### config.mk
export PLATFORM = sky130hd
export DESIGN_NAME = uart_frame_parser
export DESIGN_NICKNAME = d
export VERILOG_FILES = /design/src/rtl/uart_frame_parser.sv
export SDC_FILE = /design/constraint.sdc
export NUM_CORES = 1
export LEC_CHECK = 0
export CAP_MARGIN = 20
export CELL_PAD_IN_SITES_DETAIL_PLACEMENT = 0
export CELL_PAD_IN_SITES_GLOBAL_PLACEMENT = 1
export CORE_UTILIZATION = 40
export DETAILED_ROUTE_END_ITERATION = 10
export GPL_ROUTABILITY_DRIVEN = 0
export PLACE_DENSITY_LB_ADDON = 0.1
export SETUP_SLACK_MARGIN = 0.05
export SKIP_CTS_REPAIR_TIMING = 1
export SLEW_MARGIN = 10
export SYNTH_ARGS = -nofsm -noshare
export SYNTH_HDL_FRONTEND = slang
export SYNTH_SLANG_ARGS = --single-unit
### constraint.sdc
create_clock -name clk -period 7.03 [get_ports clk]
set_input_delay 1.7575 -clock clk [delete_from_list [all_inputs] [get_ports clk]]
set_output_delay 1.7575 -clock clk [all_outputs]
set_load 0.005 [all_outputs]
### src/rtl/uart_frame_parser.sv
// uart_frame_parser
//   Parses SYNC, LEN, payload[LEN] (and a trailing XOR checksum byte when
//   FRAME_CHECKSUM_EN is defined) from a UART receiver's byte stream, buffers
//   the payload and replays it as a valid/ready stream with a last marker.
//
//   Build option: define FRAME_CHECKSUM_EN to add the CSUM state and its check.
//
// Ports
//   clk        rising-edge clock
//   rst        asynchronous reset, active low
//   rx_data    received byte            rx_valid  level, byte not yet consumed
//   rx_clear   one-cycle pulse after each accepted byte (receiver soft reset)
//   out_data   payload byte             out_valid / out_ready  handshake
//   out_last   final payload byte       frame_len  LEN of frame in delivery
//   err        one-cycle error pulse    err_code   00 overrun, 01 bad length,
//                                                  10 checksum, 11 timeout
module uart_frame_parser #(
    parameter int         MAX_LEN        = 16,
    parameter logic [7:0] SYNC_BYTE      = 8'hA5,
    parameter int         TIMEOUT_CYCLES = 80000
) (
    input  logic       clk,
    input  logic       rst,
    input  logic [7:0] rx_data,
    input  logic       rx_valid,
    output logic       rx_clear,
    output logic [7:0] out_data,
    output logic       out_valid,
    input  logic       out_ready,
    output logic       out_last,
    output logic [7:0] frame_len,
    output logic       err,
    output logic [1:0] err_code
);

    localparam int            CW   = $clog2(TIMEOUT_CYCLES + 1);
    localparam int            IW   = (MAX_LEN > 1) ? $clog2(MAX_LEN) : 1;
    localparam logic [7:0]    LMAX = 8'(MAX_LEN);
    localparam logic [CW-1:0] TMAX = CW'(TIMEOUT_CYCLES - 1);

`ifdef FRAME_CHECKSUM_EN
    typedef enum logic [2:0] {S_IDLE, S_LEN, S_PAYLOAD, S_CSUM, S_DELIVER} state_t;
`else
    typedef enum logic [2:0] {S_IDLE, S_LEN, S_PAYLOAD, S_DELIVER} state_t;
`endif

    state_t          r_state, w_state_nxt;
    logic            r_rx_valid_q;
    logic [CW-1:0]   r_tcnt;
    logic [7:0]      r_len, r_wr_idx, r_rd_idx;
    logic [7:0]      r_buf [MAX_LEN];
    logic            r_rx_clear, r_out_valid, r_out_last, r_err;
    logic [7:0]      r_out_data, r_frame_len;
    logic [1:0]      r_err_code;
`ifdef FRAME_CHECKSUM_EN
    logic [7:0]      r_csum;
`endif

    logic            w_accept, w_counting, w_timeout, w_err_set;
    logic [1:0]      w_err_code_nxt;
    logic [7:0]      w_rd_nxt;

    // Only the 0->1 edge of rx_valid is a new byte; a held level is ignored.
    assign w_accept   = rx_valid & ~r_rx_valid_q;
    assign w_counting = (r_state == S_LEN) || (r_state == S_PAYLOAD)
`ifdef FRAME_CHECKSUM_EN
                        || (r_state == S_CSUM)
`endif
                        ;
    // An accepted byte in the expiry cycle beats the timeout.
    assign w_timeout  = w_counting && !w_accept && (r_tcnt == TMAX);
    assign w_rd_nxt   = r_rd_idx + 8'd1;

    always_comb begin
        w_state_nxt    = r_state;
        w_err_set      = 1'b0;
        w_err_code_nxt = 2'b00;
        case (r_state)
            S_IDLE: if (w_accept && rx_data == SYNC_BYTE) w_state_nxt = S_LEN;
            S_LEN: if (w_accept) begin
                if (rx_data == 8'd0 || rx_data > LMAX) begin
                    w_err_set      = 1'b1;
                    w_err_code_nxt = 2'b01;
                    w_state_nxt    = S_IDLE;
                end else begin
                    w_state_nxt = S_PAYLOAD;
                end
            end
            S_PAYLOAD: if (w_accept && r_wr_idx == r_len - 8'd1) begin
`ifdef FRAME_CHECKSUM_EN
                w_state_nxt = S_CSUM;
`else
                w_state_nxt = S_DELIVER;
`endif
            end
`ifdef FRAME_CHECKSUM_EN
            S_CSUM: if (w_accept) begin
                if (rx_data == r_csum) begin
                    w_state_nxt = S_DELIVER;
                end else begin
                    w_err_set      = 1'b1;
                    w_err_code_nxt = 2'b10;
                    w_state_nxt    = S_IDLE;
                end
            end
`endif
            S_DELIVER: begin
                if (w_accept) begin
                    w_err_set      = 1'b1;
                    w_err_code_nxt = 2'b00;
                end
                if (r_out_valid && out_ready && r_out_last) w_state_nxt = S_IDLE;
            end
            default: w_state_nxt = S_IDLE;
        endcase
        if (w_timeout) begin
            w_err_set      = 1'b1;
            w_err_code_nxt = 2'b11;
            w_state_nxt    = S_IDLE;
        end
    end

    always_ff @(posedge clk or negedge rst) begin
        if (!rst) begin
            r_state      <= S_IDLE;
            r_rx_valid_q <= 1'b0;
            r_tcnt       <= '0;
            r_len        <= '0;
            r_wr_idx     <= '0;
            r_rd_idx     <= '0;
            r_rx_clear   <= 1'b0;
            r_out_valid  <= 1'b0;
            r_out_last   <= 1'b0;
            r_out_data   <= '0;
            r_frame_len  <= '0;
            r_err        <= 1'b0;
            r_err_code   <= '0;
`ifdef FRAME_CHECKSUM_EN
            r_csum       <= '0;
`endif
        end else begin
            r_state      <= w_state_nxt;
            r_rx_valid_q <= rx_valid;
            r_rx_clear   <= w_accept;
            r_err        <= w_err_set;
            if (w_err_set) r_err_code <= w_err_code_nxt;

            if (w_accept || !w_counting) r_tcnt <= '0;
            else                         r_tcnt <= r_tcnt + 1'b1;

            if (r_state == S_LEN && w_state_nxt == S_PAYLOAD) begin
                r_len       <= rx_data;
                r_frame_len <= rx_data;
                r_wr_idx    <= '0;
                r_rd_idx    <= '0;
`ifdef FRAME_CHECKSUM_EN
                r_csum      <= rx_data;
`endif
            end
            if (r_state == S_PAYLOAD && w_accept) begin
                r_wr_idx <= r_wr_idx + 8'd1;
`ifdef FRAME_CHECKSUM_EN
                r_csum   <= r_csum ^ rx_data;
`endif
            end

            // First beat loads the cycle after entering DELIVER; each accepted
            // beat preloads the next so transfers run at one byte per cycle.
            if (r_state == S_DELIVER) begin
                if (!r_out_valid) begin
                    r_out_valid <= 1'b1;
                    r_out_data  <= r_buf[r_rd_idx[IW-1:0]];
                    r_out_last  <= (r_rd_idx == r_len - 8'd1);
                end else if (out_ready) begin
                    if (r_out_last) begin
                        r_out_valid <= 1'b0;
                        r_out_last  <= 1'b0;
                    end else begin
                        r_rd_idx   <= w_rd_nxt;
                        r_out_data <= r_buf[w_rd_nxt[IW-1:0]];
                        r_out_last <= (w_rd_nxt == r_len - 8'd1);
                    end
                end
            end else begin
                r_out_valid <= 1'b0;
                r_out_last  <= 1'b0;
            end
        end
    end

    // Payload storage; contents are don't-care until written, so no reset.
    always_ff @(posedge clk) begin
        if (r_state == S_PAYLOAD && w_accept) r_buf[r_wr_idx[IW-1:0]] <= rx_data;
    end

    assign rx_clear  = r_rx_clear;
    assign out_data  = r_out_data;
    assign out_valid = r_out_valid;
    assign out_last  = r_out_last;
    assign frame_len = r_frame_len;
    assign err       = r_err;
    assign err_code  = r_err_code;

endmodule

==> results_dict.tcl <==
set metrics [dict create \
    dpl.hpwl_mm 15.7 \
    final.period_utilization_pct 57.5 \
    timing.rr.end "out_data[4]$_DFFE_PN0P_" \
    hold_start "out_data[2]$_DFFE_PN0P_" \
    first_iter_violations 371 \
    synth_cell_type_count 66 \
    holdWs_ns 0.478 \
    die_h_um 155 \
    total_power_mw 2.24 \
    netSwitchingPower_uw 501 \
    grt_remaining_overflow 0 \
    p_int_mw 1.74 \
    critPathLaunchType "input port" \
    dr.pass1.iters 4 \
    htreeDepth 4 \
    hold_depth 2 \
    setup-tns-final_ns 0 \
    dpl_worst_slack_ns 2.41 \
    clockPowerShare_pct 41.7 \
    combPwrFrac_pct 5.2 \
    pwr-share-seq_pct 53.1 \
    fin_skew_ns 0.0144 \
    drt-total-wl_mm 23.4 \
    drive_gt1_share_pct 17.2 \
    synth_edf_count 128 \
    fp-row-count 55 \
    grt_pass1_vias 5940 \
    cellPowerDensity_nw_per_um2 213 \
    syn_inst 677 \
    p_leak_nw 3.69 \
    fin_ws_ns 2.99 \
    r2r.worst_path.cells 6 \
    final.fill_count 2019 \
    busiest_layer "met2" \
    use_met3_pct 4.15 \
    clockRootBuffer "clkbuf_16" \
    critPathRequiredTime_ns 7.08 \
    max_freq_mhz 247 \
    grt_use_met2_pct 33.0 \
    tightest_slew_ns 1.09 \
    sw_frac_of_total_pct 22.3 \
    status "completed" \
    crit_chain "clkdlybuf4s50_1, nand2b_1, inv_1, nand2_1, nor2_1, nand2_1, nor2_1" \
    avgRoutedWirePerCell_um 22.6 \
    route.detailed.drc 0 \
    cts_sinks 187 \
    via_per_inst 5.69 \
    critical_path_class "input port to flop" \
    max_stage_delay_ns 0.81 \
    port_buffers 33 \
    crit_start "rx_valid" \
    hp-class "flop to flop" \
    stdcell_count 1034 \
    drv_cap 0 \
    clkTransAtPathRegs_ns 0.07 \
    ys_warn_count 0 \
    cpMaxStageDelayCell "nor2_1" \
    min_period_ns 4.04 \
    finalMaxSlewViolations 0 \
    max_slew_margin_pct 26.8 \
    ctsLongestPathBuffers 2 \
    grt_usage_pct 20.7 \
    grt_max_degree 60 \
    layout.nets 727 \
    die_w_um 155 \
    cts_tree "done" \
    antenna_left 0 \
    vdd_drop_max_v 0.000123 \
    met1_usage_pct 29.7 \
    cp.arrival_ns 4.10 \
    worstPathMaxFanout 9 \
    hold_end "out_data[2]$_DFFE_PN0P_" \
    async_reset_ff_share_pct 31.6 \
    antenna_found_initial 0 \
    n_antenna_cell 0 \
    dp_cells 999 \
    ys_seq_area_share_pct 57.0 \
    ys_ff_latch 187 \
    syn2layout_area_growth_pct 13.1 \
    dieArea_um2 23900 \
    io_pins 34 \
    clk_latency_ns 0.44 \
    setup_violations 0 \
    cts_buffers 17 \
    synth-main-ff-cell "edfxtp_1" \
    r2r_start "r_rd_idx[0]$_DFF_PN0_" \
    r2r_slack_ns 3.58 \
    core_um2 22800 \
    vias 5886 \
    netlist_area_um2 9330 \
    rsz0062_at_grt "no" \
    syn-num-nets 696 \
    initial_core_util_pct 41.0 \
    syn_avg_cell_area_um2 13.8 \
    endpoint_kind "flop" \
    grt_first_pass_wirelength_mm 36.2 \
    hold_viol_final 0 \
]
## area by class of cell
cell class	count	area [µm²]	share of cell area, %
clock buffers	22	490	4.65
clock inverters	10	80.1	0.758
inverters	10	37.5	0.355
multi-input cells	445	3810	36.1
flip-flops and latches	187	5320	50.4
well taps	313	392	3.71
repair buffers	47	423	4.01
## critical path: cells and delay by family
family	cells	cell delay, ns
simple gates	5	1.70
buf+inv	2	0.63
## flip-flops by register name, indices dropped and copies added, names as in the netlist, 2 cells and up
signal,count
out_data,8
frame_len,8
r_rd_idx,8
err_code,2
r_wr_idx,8
r_tcnt,17
r_buf,128
r_state,3
## per-layer routing
| metal | vias up | part of all wire [%] |
|---|---|---|
| met3 | 15 | 5.4 |
| met1 | 3024 | 47 |
| met5 | - | 0 |
| li1 | 2671 | - |
| met2 | 176 | 47 |
| met4 | 0 | 0.86 |
## how the worst max path moves through the flow
stage,to,slack (ns),cells past startpoint
2_1_floorplan,r_buf[0][0]$_DFFE_PP_,3.54,6
4_1_cts,r_buf[1][5]$_DFFE_PP_,2.83,7
5_1_grt,r_buf[3][3]$_DFFE_PP_,2.83,7
6_report,r_buf[7][6]$_DFFE_PP_,2.99,7
3_3_place_gp,r_buf[1][4]$_DFFE_PP_,2.50,7
3_5_place_dp,r_buf[1][6]$_DFFE_PP_,2.41,7
## Yosys cell counts, types with 6 or more instances
cell,count,area (µm²)
inv_1,10,37.5
nor2b_1,6,37.5
buf_2,11,55.1
dfrtp_1,59,1480
o21ai_0,41,205
mux2i_1,24,240
xor2_1,23,201
and3_1,7,43.8
clkbuf_1,15,56.3
mux2_2,9,101
ha_1,7,87.6
nand2b_1,6,37.5
or3_1,6,37.5
xnor2_1,21,184
nor3_1,9,45.0
a31oi_1,6,37.5
nand2_1,52,195
a211oi_1,8,60.1
mux4_2,56,1260
nand3_1,16,80.1
edfxtp_1,128,3840
nor2_1,61,229
a21oi_1,16,80.1
## kinds of logic after synthesis
kind of cell | count (synthesis) | share of synthesized area (%)
AND/OR/NAND/NOR | 192 | 9.99
flip-flops | 187 | 57.0
AO/OA/AOI/OAI | 107 | 7.31
multiplexers | 89 | 17.2
XOR/XNOR | 49 | 5.30
buffers and inverters | 45 | 2.25
adder cells (fa/ha/maj) | 7 | 0.938
other | 1 | 0.0402
## stage by stage
step           utilization [%]  cell area (µm²)
6_report                  46.4            10600
5_1_grt                   46.4            10600
4_1_cts                   46.3            10500
3_5_place_dp              43.8             9970
3_3_place_gp              43.8             9970
2_1_floorplan                -             9330
## cell usage in the layout (no fill, tap or decap), types with 10 or more instances in the layout
cell type,n
xnor2_1,20
o21ai_0,41
xor2_1,23
nand3_1,16
clkbuf_16,18
nor2_1,61
edfxtp_1,128
clkdlybuf4s50_1,32
nand2_1,52
dfrtp_1,58
buf_4,11
mux4_2,56
a21oi_1,16
inv_1,10
mux2i_1,24
## power groups by stage
stage | Clock, mW | Sequential, mW | Combinational, mW
detailed placement | 0 | 1.22 | 0.118
global route | 0.996 | 1.19 | 0.127
CTS | 0.956 | 1.19 | 0.119
finish | 0.935 | 1.19 | 0.117
floorplan | 0 | 1.21 | 0.0744
global placement | 0 | 1.22 | 0.117
No activity file was read; power rests on OpenSTA's default activity.
